[src/rtl/mmio_pkg.sv]
// Shared types and constants for the MMIO interconnect.
// Holds the data width, the access size encodings, the FSM state enum and the
// registered slave-side request payload.
package mmio_pkg;

  localparam int unsigned MMIO_DW = 32;
  localparam int unsigned MMIO_BW = MMIO_DW / 8;

  // m_size[1:0] encodings; m_size[2] selects zero extension on reads
  localparam logic [1:0] SZ_BYTE = 2'b00;
  localparam logic [1:0] SZ_HALF = 2'b01;
  localparam logic [1:0] SZ_WORD = 2'b10;

  typedef enum logic [1:0] {
    ST_IDLE,
    ST_ACCESS,
    ST_RESP
  } state_e;

  // Slave-side request, registered at acceptance and held through ACCESS
  typedef struct packed {
    logic               we;
    logic [MMIO_DW-1:0] addr;
    logic [MMIO_BW-1:0] be;
    logic [MMIO_DW-1:0] wdata;
  } slv_req_t;

endpackage

[src/rtl/mmio_interconnect_if.sv]
// Bus bundle between the core data port, the interconnect and N slaves.
// Modports:
//   master - the bus environment (core drives m_req..m_wdata, peripherals drive
//            s_rdata/s_ready)
//   slave  - the interconnect (answers the core, drives the slave select/strobes)
interface mmio_interconnect_if #(
  parameter int unsigned N_SLAVES = 4
) ();
  import mmio_pkg::*;

  logic                          m_req;
  logic                          m_we;
  logic [MMIO_DW-1:0]            m_addr;
  logic [2:0]                    m_size;
  logic [MMIO_DW-1:0]            m_wdata;
  logic                          m_ready;
  logic                          m_err;
  logic [MMIO_DW-1:0]            m_rdata;

  logic [N_SLAVES-1:0]           s_sel;
  logic                          s_we;
  logic [MMIO_DW-1:0]            s_addr;
  logic [MMIO_BW-1:0]            s_be;
  logic [MMIO_DW-1:0]            s_wdata;
  logic [N_SLAVES*MMIO_DW-1:0]   s_rdata;
  logic [N_SLAVES-1:0]           s_ready;

  modport master (
    output m_req, m_we, m_addr, m_size, m_wdata, s_rdata, s_ready,
    input  m_ready, m_err, m_rdata, s_sel, s_we, s_addr, s_be, s_wdata
  );

  modport slave (
    input  m_req, m_we, m_addr, m_size, m_wdata, s_rdata, s_ready,
    output m_ready, m_err, m_rdata, s_sel, s_we, s_addr, s_be, s_wdata
  );

endinterface

[src/rtl/mmio_lane_align.sv]
// Combinational byte-lane steering.
// Inputs : addr_lo (byte offset), size ({unsigned, size[1:0]}), wdata
//          (right-aligned write data), rdata (raw slave word).
// Outputs: be_c (byte enables), wdata_c (lane-replicated write data),
//          rdata_c (selected lane shifted down and sign/zero extended).
module mmio_lane_align
  import mmio_pkg::*;
(
  input  logic [1:0]         addr_lo,
  input  logic [2:0]         size,
  input  logic [MMIO_DW-1:0] wdata,
  input  logic [MMIO_DW-1:0] rdata,
  output logic [MMIO_BW-1:0] be_c,
  output logic [MMIO_DW-1:0] wdata_c,
  output logic [MMIO_DW-1:0] rdata_c
);

  logic [MMIO_DW-1:0] shifted;
  logic               zext;

  // Lane selection and extension; illegal size yields all zeros
  always_comb begin
    shifted = rdata >> {addr_lo, 3'b000};
    zext    = size[2];
    be_c    = '0;
    wdata_c = '0;
    rdata_c = '0;
    unique case (size[1:0])
      SZ_BYTE: begin
        be_c    = 4'b0001 << addr_lo;
        wdata_c = {4{wdata[7:0]}};
        rdata_c = {{24{shifted[7] & ~zext}}, shifted[7:0]};
      end
      SZ_HALF: begin
        be_c    = addr_lo[1] ? 4'b1100 : 4'b0011;
        wdata_c = {2{wdata[15:0]}};
        rdata_c = {{16{shifted[15] & ~zext}}, shifted[15:0]};
      end
      SZ_WORD: begin
        be_c    = 4'b1111;
        wdata_c = wdata;
        rdata_c = rdata;
      end
      default: ;
    endcase
  end

endmodule

[src/rtl/mmio_interconnect.sv]
// Memory-mapped interconnect between the core data port and N_SLAVES slaves.
// Base/mask decode (lowest index wins), byte/half/word lane steering, per-slave
// ready handshake, bus error on unmapped/misaligned/illegal-size accesses.
// Ports: clk, reset_n (async, active-low), bus (mmio_interconnect_if.slave).
// Build option: define MMIO_TIMEOUT_EN to abort ACCESS after TIMEOUT_CYCLES.
module mmio_interconnect
  import mmio_pkg::*;
#(
  parameter int unsigned                 N_SLAVES       = 4,
  parameter logic [N_SLAVES*MMIO_DW-1:0] SLV_BASE       = {32'h0000_3000, 32'h0000_2000,
                                                           32'h0000_1000, 32'h0000_0000},
  parameter logic [N_SLAVES*MMIO_DW-1:0] SLV_MASK       = {4{32'hFFFF_F000}},
  parameter int unsigned                 TIMEOUT_CYCLES = 255
) (
  input logic                clk,
  input logic                reset_n,
  mmio_interconnect_if.slave bus
);

  state_e              state_q, state_d;
  slv_req_t            req_q, req_d;
  logic [N_SLAVES-1:0] s_sel_q, s_sel_d;
  logic [1:0]          lo_q, lo_d;
  logic [2:0]          size_q, size_d;
  logic                m_ready_q, m_ready_d;
  logic                m_err_q, m_err_d;
  logic [MMIO_DW-1:0]  m_rdata_q, m_rdata_d;

  logic                hit, bad_align, dec_err, sel_ready, end_access;
  logic [N_SLAVES-1:0] hit_oh;
  logic [MMIO_DW-1:0]  hit_off, sel_rdata;
  logic [MMIO_BW-1:0]  be_c;
  logic [MMIO_DW-1:0]  wdata_c, rdata_c;

`ifdef MMIO_TIMEOUT_EN
  logic [15:0]         cnt_q, cnt_d;
`else
  logic [15:0]         timeout_cfg_unused;
  assign timeout_cfg_unused = 16'(TIMEOUT_CYCLES);
`endif

  // Address decode: first matching slave in index order
  always_comb begin
    hit     = 1'b0;
    hit_oh  = '0;
    hit_off = '0;
    for (int i = 0; i < int'(N_SLAVES); i++) begin
      if (!hit && ((bus.m_addr & SLV_MASK[i*MMIO_DW +: MMIO_DW]) == SLV_BASE[i*MMIO_DW +: MMIO_DW])) begin
        hit       = 1'b1;
        hit_oh[i] = 1'b1;
        hit_off   = bus.m_addr & ~SLV_MASK[i*MMIO_DW +: MMIO_DW];
      end
    end
  end

  // Alignment / legal-size check
  always_comb begin
    unique case (bus.m_size[1:0])
      SZ_BYTE: bad_align = 1'b0;
      SZ_HALF: bad_align = bus.m_addr[0];
      SZ_WORD: bad_align = |bus.m_addr[1:0];
      default: bad_align = 1'b1;
    endcase
    dec_err = !hit || bad_align;
  end

  // Ready and read data of the selected slave only
  always_comb begin
    sel_ready = |(bus.s_ready & s_sel_q);
    sel_rdata = '0;
    for (int i = 0; i < int'(N_SLAVES); i++) begin
      if (s_sel_q[i]) sel_rdata = bus.s_rdata[i*MMIO_DW +: MMIO_DW];
    end
  end

  // Shared lane logic: request fields while IDLE, registered fields afterwards
  mmio_lane_align u_lane_align (
    .addr_lo (state_q == ST_IDLE ? bus.m_addr[1:0] : lo_q),
    .size    (state_q == ST_IDLE ? bus.m_size : size_q),
    .wdata   (bus.m_wdata),
    .rdata   (sel_rdata),
    .be_c    (be_c),
    .wdata_c (wdata_c),
    .rdata_c (rdata_c)
  );

  // Next-state and registered-output logic
  always_comb begin
    state_d    = state_q;
    req_d      = req_q;
    s_sel_d    = s_sel_q;
    lo_d       = lo_q;
    size_d     = size_q;
    m_ready_d  = 1'b0;
    m_err_d    = 1'b0;
    m_rdata_d  = '0;
    end_access = 1'b0;
`ifdef MMIO_TIMEOUT_EN
    cnt_d      = cnt_q;
`endif
    unique case (state_q)
      ST_IDLE: begin
        if (bus.m_req) begin
          lo_d   = bus.m_addr[1:0];
          size_d = bus.m_size;
          if (dec_err) begin
            state_d   = ST_RESP;
            m_ready_d = 1'b1;
            m_err_d   = 1'b1;
          end else begin
            state_d     = ST_ACCESS;
            s_sel_d     = hit_oh;
            req_d.we    = bus.m_we;
            req_d.addr  = hit_off & ~MMIO_DW'(3);
            req_d.be    = be_c;
            req_d.wdata = wdata_c;
`ifdef MMIO_TIMEOUT_EN
            cnt_d       = '0;
`endif
          end
        end
      end
      ST_ACCESS: begin
        if (sel_ready) begin
          state_d    = ST_RESP;
          m_ready_d  = 1'b1;
          m_rdata_d  = req_q.we ? '0 : rdata_c;
          end_access = 1'b1;
`ifdef MMIO_TIMEOUT_EN
        end else if (cnt_q == 16'(TIMEOUT_CYCLES)) begin
          state_d    = ST_RESP;
          m_ready_d  = 1'b1;
          m_err_d    = 1'b1;
          end_access = 1'b1;
        end else begin
          cnt_d = cnt_q + 16'd1;
`endif
        end
      end
      ST_RESP: state_d = ST_IDLE;
      default: state_d = ST_IDLE;
    endcase
    // Slave side returns to zero as soon as the access completes
    if (end_access) begin
      s_sel_d = '0;
      req_d   = '0;
    end
  end

  // State and output registers
  always_ff @(posedge clk or negedge reset_n) begin
    if (!reset_n) begin
      state_q   <= ST_IDLE;
      req_q     <= '0;
      s_sel_q   <= '0;
      lo_q      <= '0;
      size_q    <= '0;
      m_ready_q <= 1'b0;
      m_err_q   <= 1'b0;
      m_rdata_q <= '0;
`ifdef MMIO_TIMEOUT_EN
      cnt_q     <= '0;
`endif
    end else begin
      state_q   <= state_d;
      req_q     <= req_d;
      s_sel_q   <= s_sel_d;
      lo_q      <= lo_d;
      size_q    <= size_d;
      m_ready_q <= m_ready_d;
      m_err_q   <= m_err_d;
      m_rdata_q <= m_rdata_d;
`ifdef MMIO_TIMEOUT_EN
      cnt_q     <= cnt_d;
`endif
    end
  end

  assign bus.m_ready = m_ready_q;
  assign bus.m_err   = m_err_q;
  assign bus.m_rdata = m_rdata_q;
  assign bus.s_sel   = s_sel_q;
  assign bus.s_we    = req_q.we;
  assign bus.s_addr  = req_q.addr;
  assign bus.s_be    = req_q.be;
  assign bus.s_wdata = req_q.wdata;

endmodule

[src/flat_wrapper.sv]
// flat-port wrapper written by rule: the top's interface ports become plain ports
module mmio_interconnect_flat import mmio_pkg::*;
#(
  parameter int unsigned                 N_SLAVES       = 4,
  parameter logic [N_SLAVES*MMIO_DW-1:0] SLV_BASE       = {32'h0000_3000, 32'h0000_2000,
                                                           32'h0000_1000, 32'h0000_0000},
  parameter logic [N_SLAVES*MMIO_DW-1:0] SLV_MASK       = {4{32'hFFFF_F000}},
  parameter int unsigned                 TIMEOUT_CYCLES = 255
)
  (clk, reset_n, bus_m_req, bus_m_we, bus_m_addr, bus_m_size, bus_m_wdata, bus_s_rdata, bus_s_ready, bus_m_ready, bus_m_err, bus_m_rdata, bus_s_sel, bus_s_we, bus_s_addr, bus_s_be, bus_s_wdata);
  mmio_interconnect_if #(.N_SLAVES(N_SLAVES)) bus_i ();
  input logic clk;
  input logic reset_n;
  input wire logic [$bits(bus_i.m_req)-1:0] bus_m_req;
  input wire logic [$bits(bus_i.m_we)-1:0] bus_m_we;
  input wire logic [$bits(bus_i.m_addr)-1:0] bus_m_addr;
  input wire logic [$bits(bus_i.m_size)-1:0] bus_m_size;
  input wire logic [$bits(bus_i.m_wdata)-1:0] bus_m_wdata;
  input wire logic [$bits(bus_i.s_rdata)-1:0] bus_s_rdata;
  input wire logic [$bits(bus_i.s_ready)-1:0] bus_s_ready;
  output wire logic [$bits(bus_i.m_ready)-1:0] bus_m_ready;
  output wire logic [$bits(bus_i.m_err)-1:0] bus_m_err;
  output wire logic [$bits(bus_i.m_rdata)-1:0] bus_m_rdata;
  output wire logic [$bits(bus_i.s_sel)-1:0] bus_s_sel;
  output wire logic [$bits(bus_i.s_we)-1:0] bus_s_we;
  output wire logic [$bits(bus_i.s_addr)-1:0] bus_s_addr;
  output wire logic [$bits(bus_i.s_be)-1:0] bus_s_be;
  output wire logic [$bits(bus_i.s_wdata)-1:0] bus_s_wdata;
  assign bus_i.m_req = bus_m_req;
  assign bus_i.m_we = bus_m_we;
  assign bus_i.m_addr = bus_m_addr;
  assign bus_i.m_size = bus_m_size;
  assign bus_i.m_wdata = bus_m_wdata;
  assign bus_i.s_rdata = bus_s_rdata;
  assign bus_i.s_ready = bus_s_ready;
  assign bus_m_ready = bus_i.m_ready;
  assign bus_m_err = bus_i.m_err;
  assign bus_m_rdata = bus_i.m_rdata;
  assign bus_s_sel = bus_i.s_sel;
  assign bus_s_we = bus_i.s_we;
  assign bus_s_addr = bus_i.s_addr;
  assign bus_s_be = bus_i.s_be;
  assign bus_s_wdata = bus_i.s_wdata;
  mmio_interconnect #(.N_SLAVES(N_SLAVES), .SLV_BASE(SLV_BASE), .SLV_MASK(SLV_MASK), .TIMEOUT_CYCLES(TIMEOUT_CYCLES)) u_core (.clk(clk), .reset_n(reset_n), .bus(bus_i));
endmodule
[config.mk]
export PLATFORM = sky130hd
export DESIGN_NAME = mmio_interconnect_flat
export DESIGN_NICKNAME = d
export VERILOG_FILES = /design/src/rtl/mmio_pkg.sv /design/src/rtl/mmio_interconnect_if.sv /design/src/rtl/mmio_lane_align.sv /design/src/rtl/mmio_interconnect.sv /design/src/flat_wrapper.sv
export SDC_FILE = /design/constraint.sdc
export NUM_CORES = 1
export LEC_CHECK = 0
export ABC_AREA = 1
export ABC_CLOCK_PERIOD_IN_PS = 2100
export CAP_MARGIN = 5
export CORE_UTILIZATION = 41
export DETAILED_ROUTE_END_ITERATION = 7
export GPL_TIMING_DRIVEN = 1
export PLACE_DENSITY = 0.82
export SKIP_LAST_GASP = 1
export SYNTH_ARGS = -nofsm -noshare
export SYNTH_HDL_FRONTEND = slang
export SYNTH_SLANG_ARGS = --single-unit
export TNS_END_PERCENT = 10
[constraint.sdc]
create_clock -name clk -period 2.1 [get_ports clk]
set_input_delay 0.42 -clock clk [delete_from_list [all_inputs] [get_ports clk]]
set_output_delay 0.42 -clock clk [all_outputs]
set_load 0.005 [all_outputs]
==> reports/metrics.sh <==
COUNT_OF_H_TREE_LEVELS_BUILT_DURING_CTS=3
MAXIMUM_NUMBER_OF_PINS_ON_ONE_NET_BEFORE_GLOBAL_ROUTE_REPAIR=46
ROUTE.VIAS.TOTAL=7000
CTS_NUM_SINKS=92
FINAL_CORE_UTILIZATION_PCT=69.2
DIE_W_UM=123
SETUP_VIOLATIONS=0
AVGVIACOUNTPERCELL=5.01
CTS_TREE='done'
FINAL_COMMON_CELL='nand2_1'
VIAS_IN_THE_FIRST_GLOBAL_ROUTE=6532
INITIAL_CORE_UTIL_PCT=42.7
FINAL_CELL_MIX='nand2_1 (378), clkdlybuf4s50_1 (286), dfrtp_1 (90)'
CHIPHEIGHT_UM=123
PORT-BUFFER-COUNT=287
SYNTH.DISTINCT_CELLS=41
FIRST_PASS_ITERS=7
COREAREA_UM2=14100
CAP_VIOLATIONS=0
CTS-ROOT-BUF='clkbuf_16'
YOSYS.AREA.TOP_TYPE_SHARE_PCT=38.2
YOSYS_MOST_USED_DFF='dfrtp_1'
SYNTH_AREA_LEADER_CELL='dfrtp_1'
OUTCOME='complete, no violations'
TIMING.CRITICAL_PATH.TO_TYPE='flip-flop'
POWER_DENSITY_nW_PER_UM2=505
CRITPATHMAXFANOUT=26
FIN_SKEW_NS=0.00926
MULTIINPUTGATEAREA_UM2=3230
NETLIST_AREA_UM2=6020
FLOORPLAN.ROWS=43
SYNTH-EDFF-COUNT=0
HOLD_VIOLATIONS=0
GR_USAGE_TOTAL_PCT=29.2
HOLD-WORST-SLACK_NS=0.0423
SYNTH_TOP_CELLS_BY_AREA='dfrtp_1 (38%), nand2_1 (24%), nor2_1 (5.5%)'
DRT_DRC_VIOLATIONS_LEFT=0
TIMING.SETUP.CRITICAL_PATH_CLASS='reg2reg'
CP.ARRIVAL_NS=2.21
CLK_PIN_SLEW_WORST_PATHS_NS=0.06
NUMBER_OF_ANTENNA_VIOLATIONS_AT_THE_FIRST_CHECK_IN_GLOBAL_ROUTING=0
FINAL_PERIOD_MINUS_WORST_SETUP_SLACK_NS=2.00
POST_SYNTH.CELL_AREA_AVG_UM2=6.75
ROUTED_WIRE_LENGTH_PER_INSTANCE_UM=16.0
CELLLEAKAGEPOWER_nW=4.86
CLOCKBUFFERDEPTH=2
ANTENNA_VIOLATING_NETS_POST_ROUTE=0
YS_ASYNC_SR_FRACTION_PCT=100
YOSYSWARNINGS=0
REGAREA_UM2=2300
WORSTSETUPSTARTPOINTTYPE='flip-flop'
FILLERINSTANCES=1197
PLACE.DETAILED.HPWL_UM=17700
DETAIL_ROUTE.WIRELENGTH_UM=22300
IOPINCOUNT=310
YS_SEQ_ELEMENTS=92
WORST_IR_DROP_VDD_mV=0.445
DR.FIRST_ITER.DRC_COUNT=579
WORSTHOLDPATHTYPE='in2async'
GRT_PASS1_WL_UM=33800
CLOCK_INSERTION_DELAY_WORST_SKEW_NS=0.34
CRIT_REQUIRED_NS=2.31
DRIVE_GT1_SHARE_PCT=11.0
DIE_AREA_UM2=15200
FINAL_MAX_SLEW_VIOL_COUNT=0
FIN_NETS=1413
YS_SEQ_AREA_SHARE_PCT=38.2
AREA_GROWTH_PCT=61.8
MAX_FREQUENCY_MHz=500
TIMING.FINAL.CRIT_SHARE_PCT=95.2
NUM_CTS_BUFFERS=9
GLOBALROUTEOVERFLOWTOTAL=0
UNREPAIRED_SETUP_ENDPOINTS_AFTER_GLOBAL_ROUTING='yes'
HOLDBUFCOUNTCTS=0
GP_CONGESTION=0.950
POWER.TOTAL_W=0.00493
SYNTHESIS.INSTANCES=893
==> what timing repair did <==
action	CTS	global route
hold endpoints to repair	0	0
setup buffers	0	3
setup endpoints to repair	0	17
resized for setup	0	3
==> synthesized netlist by cell type (2+ instances only) <==
library cell    n
nand4_1         4
nor3_1          3
nand3_2        11
nand2_4         3
a21boi_0        4
dfrtp_1        92
buf_4          26
o211ai_1        4
a21oi_1        62
a31oi_1         3
nor2_2          5
inv_4           3
buf_2          26
inv_1          35
o2111ai_1       2
nand2_1       378
inv_2           4
nand3_1        41
nand2_2         9
clkbuf_1        8
a22o_1          9
nor2_1         89
a21o_1          2
nor2_4          3
o21ai_0        40
buf_6           6
o21ai_2         3
or2_2           5
==> worst max-delay path, stage by stage (launching register included) <==
cell     delay, ns
dfrtp_1       0.53
inv_1         0.12
nor2_2        0.16
buf_12        0.18
nand2_1       0.07
nand2_1       0.06
nand2_1       0.09
nand2_1       0.13
nor2_1        0.05
nor2_1        0.10
nand3_1       0.08
a21oi_1       0.28
==> where the power goes <==
| group | leakage [nW] | total (W) | internal, W | switching, W |
|---|---|---|---|---|
| Clock | 0.163 | 0.00184 | 0.00117 | 0.000678 |
| Combinational | 3.43 | 0.00127 | 0.000655 | 0.000620 |
| Sequential | 1.27 | 0.00181 | 0.00179 | 0.0000180 |
| Total | 4.86 | 0.00493 | 0.00361 | 0.00132 |
==> flip-flops by register name (all words and copies together), names as in the netlist, 2 cells and up <==
signal,count
u_core.lo_q,2
u_core.bus.s_wdata,32
u_core.bus.s_sel,4
u_core.state_q,2
u_core.bus.s_addr,10
u_core.size_q,3
u_core.bus.m_rdata,32
u_core.bus.s_be,4
==> final timing paths <==
check,start,end,slack (ns),depth (start not counted)
min in group clk,u_core.bus.s_wdata[16]$_DFFE_PN0P_,u_core.bus.s_wdata[16]$_DFFE_PN0P_,0.47,2
worst min register to register,u_core.bus.s_wdata[16]$_DFFE_PN0P_,u_core.bus.s_wdata[16]$_DFFE_PN0P_,0.47,2
worst max register to register,u_core.bus.s_sel[0]$_DFFE_PN0P_,u_core.bus.m_rdata[5]$_DFF_PN0_,0.10,11
worst min-delay path,reset_n,u_core.bus.s_addr[5]$_DFFE_PN0P_,0.04,1
worst max-delay path,u_core.bus.s_sel[0]$_DFFE_PN0P_,u_core.bus.m_rdata[5]$_DFF_PN0_,0.10,11
max in group asynchronous,reset_n,u_core.bus.m_rdata[14]$_DFF_PN0_,1.42,2
==> metal layers <==
metal	GRT usage, %	part of all wire (%)	vias up
met2	48.6	48	318
met4	10.8	2.5	0
li1	-	-	3442
met3	4.06	6.6	42
met1	38.6	43	3198
met5	0	0	-
==> logic make-up (layout without fill, tap and decap cells) <==
| logic type | count (synthesis) | after routing | synth area share (%) |
|---|---|---|---|
| compound gates | 134 | 134 | 12.7 |
| buf+inv | 110 | 410 | 9.89 |
| flops | 92 | 92 | 38.2 |
| mux | 2 | 2 | 0.353 |
| other cells | 1 | 24 | 0.0622 |
| simple gates | 554 | 555 | 38.8 |
==> layout make-up <==
type,instances,area share [%]
diodes,2,0.0513
clock buffers,10,2.35
well taps,180,2.31
repair buffers,351,35.6
flip-flops and latches,92,23.6
clock inverters,6,1.14
multi-input cells,713,33.1
inverters,43,1.73
==> stage by stage <==
step	instance area (um2)	setup TNS (ns)	worst slack [ns]	std cells
after floorplan	6100	0	0.355	914
after global placement	9360	-2.25	-0.0804	1375
after detailed placement	9360	-4.08	-0.0914	1375
after CTS	9700	0	0.126	1391
after global routing	9750	-0.0336	-0.0211	1395
final	9750	0	0.100	1397
No activity file was read; power rests on OpenSTA's default activity.
